$ cat config.mk
export PLATFORM = sky130hd
export DESIGN_NAME = rx_word_align_ctrl
export DESIGN_NICKNAME = d
export VERILOG_FILES = /design/src/rtl/rx_word_align_ctrl.sv
export SDC_FILE = /design/constraint.sdc
export NUM_CORES = 1
export LEC_CHECK = 0
export CAP_MARGIN = 20
export CORE_ASPECT_RATIO = 1.5
export CORE_MARGIN = 2
export CORE_UTILIZATION = 42
export DETAILED_ROUTE_END_ITERATION = 10
export GPL_TIMING_DRIVEN = 0
export SYNTH_ARGS = -nofsm -noshare
export SYNTH_HDL_FRONTEND = slang
export SYNTH_SLANG_ARGS = --single-unit
$ cat constraint.sdc
create_clock -name i_Clk -period 3.6 [get_ports i_Clk]
set_input_delay 0.72 -clock i_Clk [delete_from_list [all_inputs] [get_ports i_Clk]]
set_output_delay 0.72 -clock i_Clk [all_outputs]
set_load 0.005 [all_outputs]
$ cat src/rtl/rx_word_align_ctrl.sv
// rx_word_align_ctrl: reads serial bits from an async FIFO, finds K28.5 commas and locks the
// 10-bit boundary (HUNT/VERIFY/SYNC). Optional word timeout: define RX_ALIGN_TIMEOUT_EN.
module rx_word_align_ctrl #(
  parameter int unsigned VERIFY_CNT    = 3,
  parameter int unsigned LOSS_CNT      = 2,
  parameter int unsigned TIMEOUT_WORDS = 1024
) (
  input  logic       i_Clk,
  input  logic       i_Rst,
  input  logic       i_En,
  input  logic       i_Empty,
  output logic       o_R_en,
  input  logic       i_Bit,
  output logic [9:0] o_Word,
  output logic       o_Word_Valid,
  output logic       o_Is_Comma,
  output logic       o_Sync,
  output logic       o_Realign,
  output logic [1:0] o_State
);
  // state  | meaning
  // HUNT   | no boundary; every bit position is searched for a comma
  // VERIFY | candidate boundary; counting aligned commas
  // SYNC   | boundary locked; counting consecutive misaligned commas
  typedef enum logic [1:0] {HUNT = 2'b00, VERIFY = 2'b01, SYNC = 2'b10} state_t;

  localparam logic [9:0] COMMA_NEG  = 10'b0011111010;
  localparam logic [9:0] COMMA_POS  = 10'b1100000101;
  localparam logic [3:0] VERIFY_LIM = 4'(VERIFY_CNT);
  localparam logic [3:0] LOSS_LIM   = 4'(LOSS_CNT);
  // A single required comma makes the locking comma itself sufficient for SYNC.
  localparam state_t     LOCK_STATE = (VERIFY_CNT <= 1) ? SYNC : VERIFY;

  state_t     r_state;
  logic       r_rd_pend;
  logic [9:0] r_win;
  logic [3:0] r_fill;
  logic [3:0] r_bit_pos;
  logic [3:0] r_good;
  logic [3:0] r_miss;
  logic [9:0] r_word;
  logic       r_word_valid;
  logic       r_is_comma;
  logic       r_sync;
  logic       r_realign;

  logic [9:0] w_win_nxt;
  logic       w_comma;
  logic       w_boundary;
  logic       w_realign;
  logic       w_to_hit;

  assign o_R_en     = i_En & ~i_Empty & ~i_Rst;
  assign w_win_nxt  = {r_win[8:0], i_Bit};
  assign w_comma    = r_rd_pend & (r_fill >= 4'd9) &
                      ((w_win_nxt == COMMA_NEG) || (w_win_nxt == COMMA_POS));
  assign w_boundary = r_rd_pend & (r_bit_pos == 4'd9);
  assign w_realign  = w_comma & ((r_state == HUNT) | ((r_state == VERIFY) & ~w_boundary));

`ifdef RX_ALIGN_TIMEOUT_EN
  localparam int unsigned   TW          = $clog2(TIMEOUT_WORDS) + 1;
  localparam logic [TW-1:0] TIMEOUT_LIM = TW'(TIMEOUT_WORDS);

  logic [TW-1:0] r_wcnt;
  logic          w_wcnt_clr;
  logic          w_wcnt_inc;

  assign w_wcnt_clr = w_comma & ((r_state != SYNC) | w_boundary);
  assign w_wcnt_inc = w_boundary & ~w_comma & (r_state != HUNT);
  assign w_to_hit   = w_wcnt_inc & ((r_wcnt + TW'(1)) == TIMEOUT_LIM);

  always_ff @(posedge i_Clk) begin
    if (i_Rst) begin
      r_wcnt <= '0;
    end else if (w_to_hit || w_wcnt_clr) begin
      r_wcnt <= '0;
    end else if (w_wcnt_inc) begin
      r_wcnt <= r_wcnt + TW'(1);
    end
  end
`else
  assign w_to_hit = 1'b0;
`endif

  always_ff @(posedge i_Clk) begin
    if (i_Rst) begin
      r_state      <= HUNT;
      r_rd_pend    <= 1'b0;
      r_win        <= '0;
      r_fill       <= '0;
      r_bit_pos    <= '0;
      r_good       <= '0;
      r_miss       <= '0;
      r_word       <= '0;
      r_word_valid <= 1'b0;
      r_is_comma   <= 1'b0;
      r_sync       <= 1'b0;
      r_realign    <= 1'b0;
    end else begin
      r_rd_pend    <= o_R_en;
      r_word_valid <= 1'b0;
      r_is_comma   <= 1'b0;
      r_realign    <= 1'b0;
      if (r_rd_pend) begin
        r_win     <= w_win_nxt;
        r_fill    <= (r_fill == 4'd10) ? r_fill : r_fill + 4'd1;
        r_bit_pos <= (r_bit_pos == 4'd9) ? 4'd0 : r_bit_pos + 4'd1;
        if (w_realign) begin
          // The comma just completed ends a word, so the next bit starts a new one.
          r_bit_pos    <= 4'd0;
          r_good       <= 4'd1;
          r_miss       <= 4'd0;
          r_realign    <= 1'b1;
          r_word       <= w_win_nxt;
          r_word_valid <= 1'b1;
          r_is_comma   <= 1'b1;
          r_state      <= LOCK_STATE;
          r_sync       <= (LOCK_STATE == SYNC);
        end else if (w_boundary && (r_state != HUNT)) begin
          r_word       <= w_win_nxt;
          r_word_valid <= 1'b1;
          r_is_comma   <= w_comma;
          if (w_comma) begin
            if (r_state == VERIFY) begin
              r_good <= r_good + 4'd1;
              if ((r_good + 4'd1) >= VERIFY_LIM) begin
                r_state <= SYNC;
                r_sync  <= 1'b1;
              end
            end else begin
              r_miss <= 4'd0;
            end
          end
        end else if (w_comma && (r_state == SYNC)) begin
          if ((r_miss + 4'd1) >= LOSS_LIM) begin
            r_state <= HUNT;
            r_sync  <= 1'b0;
            r_miss  <= 4'd0;
            r_good  <= 4'd0;
          end else begin
            r_miss <= r_miss + 4'd1;
          end
        end
        // Timeout wins over any good/miss bookkeeping in the same cycle; the word still goes out.
        if (w_to_hit) begin
          r_state <= HUNT;
          r_sync  <= 1'b0;
          r_good  <= 4'd0;
          r_miss  <= 4'd0;
        end
      end
    end
  end

  assign o_Word       = r_word;
  assign o_Word_Valid = r_word_valid;
  assign o_Is_Comma   = r_is_comma;
  assign o_Sync       = r_sync;
  assign o_Realign    = r_realign;
  assign o_State      = r_state;

endmodule

==> flow_results.org <==
** Global route
- Summed over all layers, the global routing overflow is 0.
- Entering global routing, the biggest net connects 13 pins.
- Number of antenna violations at the first check in global routing :: 0
- The first global-routing pass estimated 7.44 mm of wire.
- Overall global routing resource usage :: 18.2%
- The via count of the first global-routing pass was 1680.

** STA
- The final critical path takes up 82.2% of the cycle.
- Unrepaired setup endpoints after global routing :: false
- Min cycle time layout :: 2.96 ns
- Setup violations remaining at the end of the flow were counted as 0.
- For the pin with the worst max-slew slack, the measured transition is 0.720 ns.
- Fin Clk Skew :: 0.00568 ns
- The number of hold violations in the final report came to 0.
- Max-slew violation total from the final report :: 0
- Worst max-slew margin expressed relative to the limit :: between 50% and 60%
- Setup TNS :: 0 ns
- Highest attainable clock frequency :: around 340 MHz

** Layout
- In the final layout, flip-flops and latches occupy 821 um^2.
- Most common library cell in the layout ignoring fill and taps :: dfxtp_1
- Antenna cells :: 0
- Ratio of cells with drive above 1 in the final layout :: 5.16%
- Highest-count cells in the layout ignoring fill and taps :: dfxtp_1, nand2_1, clkdlybuf4s50_1
- Number of fill cells :: 462
- Area growth from synthesis to final layout :: 19.0%
- # nets final :: 267
- Summing all multi-input logic gate instances after layout gives 1090 um^2.

** Floorplanning
- Starting Density :: 43.8%
- The total area inside the core boundary comes to 4580 um^2.
- The floorplan step set the die height to 88.7 um.
- X dimension of the die :: 60.4 um
- In this run the count of I/O pins placed on the die edge is 22.
- The floorplan has 30 rows.
- Die Footprint :: 5360 um^2

** Synthesis
- Of all flip-flops after synthesis, the portion carrying an async set or reset was 0%.
- The average instance in the mapped netlist occupies 8.96 um^2.
- The synthesized design contains 0 enable-type register cells.
- Synthesized-area fraction occupied by ao, oa, aoi and oai cells :: a little over an eighth
- dfxtp_1 takes more of the synthesized area than any other cell.
- Of the post-synthesis cell area, the dominant cell type holds 40.9%.
- Simple-gate portion of the synthesized area :: approximately 22%
- Primary FF master, synth :: dfxtp_1
- Sequential cells were found to cover around two fifths of the synthesized design area.
- Top cells by area in the synthesized netlist :: dfxtp_1, mux2i_1, ha_1, nand2_1, nor2_1
- Synthesis produced a netlist with a net count of approximately 240.
- In the synthesized netlist, the number of instances is between 200 and 250.
- The synthesized netlist devotes 6.23% of its cell area to adder and majority cells.
- Yosys printed 0 warnings.
- The portion of synthesized area spent on multiplexers is 9.48%.
- By area, the combinational part of the netlist is dominated by simple AND/OR/NAND/NOR gates.
- Summing the areas of all xor and xnor instances in the mapped netlist gives 2.62% of the synthesized area.
- Cell Area, Synth :: 2010 um^2
- Flip-flop and latch count after synthesis :: 41
- Number of distinct standard cells referenced by the synthesized netlist :: 46

** Run status
- Result of the run :: completed

** Detailed routing
- Detailed router's first-iteration violation count :: between 50 and 60
- Once detail routing completed, the nets flagged for antenna violations numbered 0.
- Via count :: 1664
- WL final :: 4.43 mm
- Vias/cell :: 5.27
- Number of iterations in the first detailed-routing pass :: 4
- DRC violation count after routing :: 0
- Dividing the detail-routed wire length by the instance count gives approximately 14 um.

** Power and ir drop
- Pwr Total :: around 0.0008 W
- Power Dens Cells :: about 340 nW/um^2
- Leakage power of the design :: roughly 0.9 nW
- VDD sags by at most 237 uV.

** Clock network
- Clock tree synthesis selected as its root buffer the cell clkbuf_8.
- The later pin in the worst-skew pair is clocked with a latency of 0.29 ns.
- H-tree Lvls :: 2
- Counting along the longest clock path gives a buffer depth of 2.
- TritonCTS clock tree :: built
- Post-CTS timing repair inserted 0 buffers for setup.
- Clock buffer count from CTS :: 5
- Clock slew seen by the registers of the worst setup and hold paths :: 0.08 ns
- After clock tree synthesis, the repair step resized 0 gates.
- Clock sink count :: 41
- Total of hold buffers inserted after clock tree synthesis :: 0

** Critical path
- Critical Path Most Common Cell :: clkdlybuf4s50_1
- Data on the critical path is required at its endpoint by 2.88 ns.
- Kind of critical path :: in2out
- Critical path data arrival time :: 2.24 ns
- The slowest stage of the critical path belongs to the cell clkdlybuf4s50_1.
- Launch point of the critical path :: i_Rst
- The worst setup path is captured at an output pin.
- In this run the critical register-to-register path is launched from r_fill[0].
- STA classifies the critical path startpoint as an input pin.
- Series of cell instances along the critical path :: clkdlybuf4s50_1 > clkbuf_1 > nor3b_1 > clkdlybuf4s50_1
- Crit path max fanout :: 10
- On the worst path, the slowest cell contributes a delay of approximately 0.52 ns.

** Placed design
- Input and output buffers added on the ports amount to 21.
- Summed over all nets, the half-perimeter wirelength after detailed placement is 3.14 mm.
- RePlAce Congestion :: 0.793

** Min path
- The worst hold path begins at o_Word[0].
- The tightest min-delay check is of the reg2reg type.

** Job
- Across the run, the number of max-cap violations was 0.
kinds of logic after synthesis:
group	count (synthesis)
mux	19
xor+xnor	6
buf+inv	23
fa+ha+maj	10
simple gates	85
flops	41
compound gates	40
Yosys cell counts (all sizes together), types with 2 or more instances:
library cell / number
ha: 10
buf: 3
or4: 2
nand2b: 3
nor2: 19
o21ai: 7
nor4b: 3
and3: 2
nor3: 3
mux2i: 19
o211ai: 2
a211oi: 2
and2: 3
nand4: 4
xnor2: 2
clkbuf: 10
inv: 10
a21o: 2
dfxtp: 41
nor4: 2
nand3: 5
nor3b: 3
a21oi: 11
o311ai: 3
xor2: 4
o32ai: 2
nand3b: 4
nand4b: 5
nand2: 25
a31oi: 2
metrics by stage:
stage	hold slack, ns	setup WS [ns]	instance area [um^2]	util, %	std cells
final	0.461	0.640	2390	52.1	316
after global routing	0.499	0.576	2390	52.1	316
after CTS	0.470	0.627	2390	52.1	316
after detailed placement	0.451	0.652	2300	50.2	309
after global placement	0.449	0.615	2300	50.2	309
after floorplan	0.450	1.55	2010	-	224
final cells by class:
type / instances / share of cell area, %
timing repair buffer: 21 / 8.81
sequential: 41 / 34.4
clock buffer: 6 / 3.46
inverter: 10 / 1.57
clock inverter: 1 / 0.314
multi-input combinational: 160 / 45.6
buffer: 13 / 2.52
tap: 64 / 3.35
flip-flops by register name, indices dropped and copies added (netlist names):
| signal | count |
|---|---|
| r_rd_pend | 1 |
| o_Realign | 1 |
| r_bit_pos | 4 |
| r_win | 9 |
| o_Is_Comma | 1 |
| o_Word_Valid | 1 |
| r_fill | 4 |
| o_State | 2 |
| o_Word | 10 |
| r_good | 4 |
| r_miss | 4 |
routing by layer:
layer / part of all wire [%] / routed length (um) / GRT usage (%)
met4: 2.7 / 118 / 9.68
met5: 0 / 0 / 0
met3: 3.3 / 144 / 3.80
met2: 50 / 2230 / 32.5
met1: 44 / 1940 / 19.4
report_power, final:
group	internal (W)	total, W	switching, W	leakage [nW]
clock	0.000152	0.000310	0.000158	0.0433
sequential	0.000456	0.000459	0.00000333	0.331
combinational	0.0000136	0.0000352	0.0000216	0.503
total	0.000621	0.000804	0.000183	0.877
path summary, 6_finish.rpt:
check,endpoint,slack [ns],depth (start not counted)
setup / recovery,o_R_en,0.64,4
hold / removal,o_Word[0],0.46,2
hold reg to reg,o_Word[0],0.46,2
setup reg to reg,r_good[2],1.27,8
critical path: cells and delay by family:
family                 cells  cell delay [ns]
and+or+nand+nor            1             0.24
buffers and inverters      3             1.27
Note: power is estimated with default switching activity, not from simulation.
